[src/rtl/mono_mode_ctrl.sv]
// mono_mode_ctrl: produces the 2-bit monochrome_switcher code for the colour/luma output mux
// (00 colour, 01 green, 10 amber, 11 B/W).
// Mode requests come from a CPU I/O register at PORT_ADDR (write and readback) and from a PS/2
// set-2 hotkey that steps the pending mode.
//
// Build option: MONO_VSYNC_SYNC_EN
//   defined   - the pending mode becomes active only at the vsync leading edge.
//   undefined - the active mode follows the pending mode one clock later; vga_vsync is unused and
//               mode_pending stays 0.
//
// Ports:
//   clk_vga             pixel clock; all inputs are synchronous to it
//   rst_n               asynchronous active-low reset
//   io_addr/io_wdata    CPU I/O address and write data
//   io_wr/io_rd         one-cycle write and read strobes
//   io_rdata            registered read data {2'b00, pending, mode_pending, hk_en, active}
//   kbd_code/kbd_valid  scancode byte and its one-cycle strobe from the PS/2 receiver
//   vga_vsync           vertical sync from the video timing block
//   monochrome_switcher active mode, driven straight from a register
//   mode_pending        1 while the requested mode differs from the active mode
module mono_mode_ctrl #(
   parameter logic [15:0] PORT_ADDR   = 16'h03DE,
   parameter logic [7:0]  HOTKEY_CODE = 8'h07,
   parameter logic [1:0]  RESET_MODE  = 2'b00,
   parameter logic        VSYNC_POL   = 1'b0
) (
   input  logic        clk_vga,
   input  logic        rst_n,
   input  logic [15:0] io_addr,
   input  logic [7:0]  io_wdata,
   input  logic        io_wr,
   input  logic        io_rd,
   output logic [7:0]  io_rdata,
   input  logic [7:0]  kbd_code,
   input  logic        kbd_valid,
   input  logic        vga_vsync,
   output logic [1:0]  monochrome_switcher,
   output logic        mode_pending
);

   localparam logic [7:0] CODE_EXT = 8'hE0;
   localparam logic [7:0] CODE_BRK = 8'hF0;

   typedef enum logic [1:0] {StIdle, StExt, StBrk, StExtBrk} kbd_state_e;

   kbd_state_e state_q;
   logic [1:0] active_q, active_d;
   logic [1:0] pending_q, pending_d;
   logic       hk_en_q, hk_en_d;
   logic       held_q, held_d;
   logic       mode_pending_q, mode_pending_d;
   logic       wr_hit, rd_hit, hk_make, hk_release;

   assign wr_hit     = io_wr && (io_addr == PORT_ADDR);
   assign rd_hit     = io_rd && (io_addr == PORT_ADDR);
   // Only a plain (non-extended) make or break of the hotkey counts.
   assign hk_make    = kbd_valid && (state_q == StIdle) && (kbd_code == HOTKEY_CODE);
   assign hk_release = kbd_valid && (state_q == StBrk) && (kbd_code == HOTKEY_CODE);

   always_comb begin
      pending_d = pending_q;
      hk_en_d   = hk_en_q;
      held_d    = held_q;
      // held suppresses typematic repeats until the break code arrives.
      if (hk_make && hk_en_q && !held_q) begin
         pending_d = pending_q + 2'd1;
         held_d    = 1'b1;
      end else if (hk_release) begin
         held_d = 1'b0;
      end
      // A CPU write overrides a same-cycle hotkey step; held is left as the hotkey set it.
      if (wr_hit) begin
         pending_d = io_wdata[1:0];
         hk_en_d   = io_wdata[2];
      end
   end

`ifdef MONO_VSYNC_SYNC_EN
   logic vsync_q, vsync_qq, apply;

   always_ff @(posedge clk_vga or negedge rst_n) begin
      if (!rst_n) begin
         vsync_q  <= ~VSYNC_POL;
         vsync_qq <= ~VSYNC_POL;
      end else begin
         vsync_q  <= vga_vsync;
         vsync_qq <= vsync_q;
      end
   end

   assign apply = (vsync_q == VSYNC_POL) && (vsync_qq != VSYNC_POL);
   // Old pending value is applied, so a write landing on the apply cycle waits a frame.
   assign active_d       = apply ? pending_q : active_q;
   assign mode_pending_d = (pending_d != active_d);
`else
   logic unused_vsync;

   assign unused_vsync   = vga_vsync;
   assign active_d       = pending_q;
   assign mode_pending_d = 1'b0;
`endif

   always_ff @(posedge clk_vga or negedge rst_n) begin
      if (!rst_n) begin
         state_q        <= StIdle;
         active_q       <= RESET_MODE;
         pending_q      <= RESET_MODE;
         hk_en_q        <= 1'b1;
         held_q         <= 1'b0;
         mode_pending_q <= 1'b0;
         io_rdata       <= 8'h00;
      end else begin
         active_q       <= active_d;
         pending_q      <= pending_d;
         hk_en_q        <= hk_en_d;
         held_q         <= held_d;
         mode_pending_q <= mode_pending_d;
         if (rd_hit) begin
            io_rdata <= {2'b00, pending_q, mode_pending_q, hk_en_q, active_q};
         end
         if (kbd_valid) begin
            case (state_q)
               StIdle: begin
                  if (kbd_code == CODE_EXT) begin
                     state_q <= StExt;
                  end else if (kbd_code == CODE_BRK) begin
                     state_q <= StBrk;
                  end
               end
               StExt:   state_q <= (kbd_code == CODE_BRK) ? StExtBrk : StIdle;
               default: state_q <= StIdle;
            endcase
         end
      end
   end

   assign monochrome_switcher = active_q;
   assign mode_pending        = mode_pending_q;

endmodule

[config.mk]
export PLATFORM = sky130hd
export DESIGN_NAME = mono_mode_ctrl
export DESIGN_NICKNAME = d
export VERILOG_FILES = /design/src/rtl/mono_mode_ctrl.sv
export SDC_FILE = /design/constraint.sdc
export NUM_CORES = 1
export LEC_CHECK = 0
export ABC_CLOCK_PERIOD_IN_PS = 5250
export CAP_MARGIN = 20
export CORE_AREA = 3 3 40 42
export CTS_CLUSTER_SIZE = 10
export DETAILED_ROUTE_END_ITERATION = 6
export DIE_AREA = 0 0 43 45
export DONT_BUFFER_PORTS = 1
export HOLD_SLACK_MARGIN = 0.06
export PLACE_DENSITY_LB_ADDON = 0.3
export SYNTH_ARGS = -nofsm -noshare
export SYNTH_HDL_FRONTEND = slang
export SYNTH_SLANG_ARGS = --single-unit
export TNS_END_PERCENT = 1
[constraint.sdc]
create_clock -name clk_vga -period 5.25 [get_ports clk_vga]
set_input_delay 1.3125 -clock clk_vga [delete_from_list [all_inputs] [get_ports clk_vga]]
set_output_delay 1.3125 -clock clk_vga [all_outputs]
set_load 0.01 [all_outputs]
==> flow_metrics.tcl <==
set metrics [dict create \
    status "completed" \
    dieArea_um2 1940 \
    io_buffers 0 \
    grt_pass1_wl_mm 2.12 \
    path_clk_slew_ns 0.07 \
    initial_core_util 0.540 \
    antenna_found_initial 0 \
    hold_slack_ns 0.411 \
    fin_worst_skew_ns 0.00135 \
    drive_above_1_share 0.254 \
    core_um2 1280 \
    synth_cell_types 29 \
    slowest_delay_ns 0.53 \
    end_kind "register" \
    setup-tns-final_ns 0 \
    die_y_um 45 \
    yosysWarnings 0 \
    timing.fmax_ghz 0.389 \
    fin_nets 98 \
    vias 448 \
    ant_nets 0 \
    synth_seq_area_share 0.470 \
    min_path_type "register to register" \
    numCtsBuffers 3 \
    die_x_um 43 \
    htree_levels 1 \
    post-route-period-util 0.489 \
    clkLatencyLatePin_ns 0.27 \
    hold_violations 0 \
    arrival_ns 2.72 \
    ctsResizeCount 0 \
    num_rows 13 \
    ys_ff_latch 13 \
    period_needed_ns 2.57 \
    drtIter0Drc 3 \
    gp_congestion 0.714 \
    synth_fa_ha_area_frac 0 \
    cp_slowest_cell "or4b_4" \
    cts.path.max_buffers 2 \
    grt.overflow.total 0 \
    cp.required_ns 5.40 \
    synth_top_family_by_area "simple AND/OR/NAND/NOR gates" \
    wl_per_cell_um 16.7 \
    gr-usage-all-layers 0.150 \
    synth_compound_area_frac 0.0757 \
    tritoncts "yes" \
    ios 49 \
    grt_pass1_vias 463 \
    diodes 0 \
    setup_violations 0 \
    cts_root_buf "clkbuf_4" \
    critPathKind "primary input to register" \
    drt-pass1-iter-count 3 \
    grt_max_degree 14 \
    p_leak_nw 0.357 \
    synth_xor_area_frac 0.0126 \
    path_cells "or4b_4 -> nor4_4 -> nand2_2 -> mux2_1" \
    post-route-drc-count 0 \
    drt-total-wl_mm 1.24 \
    vias_per_cell 6.05 \
    final_util 0.561 \
    synth-simple-area-share 0.225 \
    start_kind "primary input" \
    cap_violations 0 \
    netlist_instances 56 \
    irDropWorstVdd_mv 0.0738 \
    synth.avg_cell_area_um2 12.4 \
    area.growth.synth_to_final_pct 3.78 \
    clkSinkCount 13 \
    crit_fanout 3 \
    rsz0062_at_grt "no" \
    yosys-mux-area-fraction 0.141 \
    cts_setup_buffers 0 \
    slew_viol_final 0 \
    cts.hold.buffers_added 0 \
    syn_area_um2 694 \
    p_per_area_nw_per_um2 229 \
]
-- registers in the layout, summed over array words and instances (netlist names) --
signal               count
state_q                  2
io_rdata                 5
held_q                   1
monochrome_switcher      2
active_d                 2
hk_en_q                  1
-- cell families (layout without fill, tap and decap cells) --
group | after synthesis | count (layout)
xor+xnor | 1 | 1
other cells | 1 | 4
buf+inv | 9 | 9
mux | 7 | 7
flops | 13 | 13
simple gates | 18 | 18
compound gates | 7 | 7
-- cell usage after synthesis (all sizes together) --
cell type / instances / share of area
mux2: 7 / 0.14
a21o: 1 / 0.011
a22oi: 1 / 0.011
a32oi: 1 / 0.013
a2bb2oi: 1 / 0.013
xor2: 1 / 0.013
or4b: 2 / 0.034
inv: 5 / 0.027
nand4bb: 1 / 0.016
dfstp: 1 / 0.038
buf: 4 / 0.043
nand2: 5 / 0.041
o2bb2ai: 1 / 0.013
or4bb: 1 / 0.016
or3b: 1 / 0.013
nor4: 4 / 0.067
conb: 1 / 0.0054
o21ai: 1 / 0.0072
dfrtp: 12 / 0.43
or4: 1 / 0.011
o22ai: 1 / 0.0090
and2: 1 / 0.0090
nand4: 2 / 0.018
-- final timing paths --
path | depth (start not counted) | slack [ns] | startpoint | endpoint
max in group asynchronous | 0 | 4.35 | rst_n | hk_en_q
min in group asynchronous | 0 | 0.73 | rst_n | monochrome_switcher[1]
max | 4 | 2.68 | io_addr[12] | active_d[0]
max reg2reg | 4 | 3.32 | hk_en_q | active_d[0]
min | 0 | 0.41 | active_d[1] | monochrome_switcher[1]
min reg2reg | 0 | 0.41 | active_d[1] | monochrome_switcher[1]
-- final cells by class --
class	instances	area (um^2)
fill	116	564
multi-input combinational	37	330
sequential	13	327
clock buffer	4	26.3
inverter	5	18.8
tap	15	18.8
-- metrics by stage --
stage	area, um^2	power [W]	worst slack (ns)	std cells
6_report	721	0.000165	2.68	74
5_1_grt	721	0.000174	2.60	74
4_1_cts	721	0.000167	2.67	74
3_5_place_dp	694	0.000108	2.38	70
3_3_place_gp	694	0.000108	2.38	70
2_1_floorplan	706	0.000110	2.47	59
-- critical path: cells and delay by family --
family	cells	cell delay, ns
muxes	1	0.33
and+or+nand+nor	3	1.09
-- report_power, final --
| group | leakage (nW) | internal [W] | switching [W] | total, W |
|---|---|---|---|---|
| Clock | 0.0150 | 0.0000294 | 0.0000293 | 0.0000587 |
| Sequential | 0.162 | 0.000100 | 0.0000000817 | 0.000100 |
| Combinational | 0.179 | 0.00000272 | 0.00000329 | 0.00000601 |
-- cells in the final DEF, fill, tap and decap left out, types with 2 or more instances in the layout --
cell	synthesis	layout
conb_1	1	4
mux2_1	2	2
nor4_1	2	2
nand2_1	3	3
clkbuf_4	0	3
mux2_4	5	5
nand4_1	2	2
dfrtp_1	12	12
inv_1	5	5
-- layer usage --
metal  global-route usage  wire length, um  part of all wire
met5                    0                0                 0
met1                0.175              440              0.36
met4               0.0723               23             0.019
met3               0.0598              179              0.14
met2                0.243              592              0.48
(Power assumes the default switching activity.)
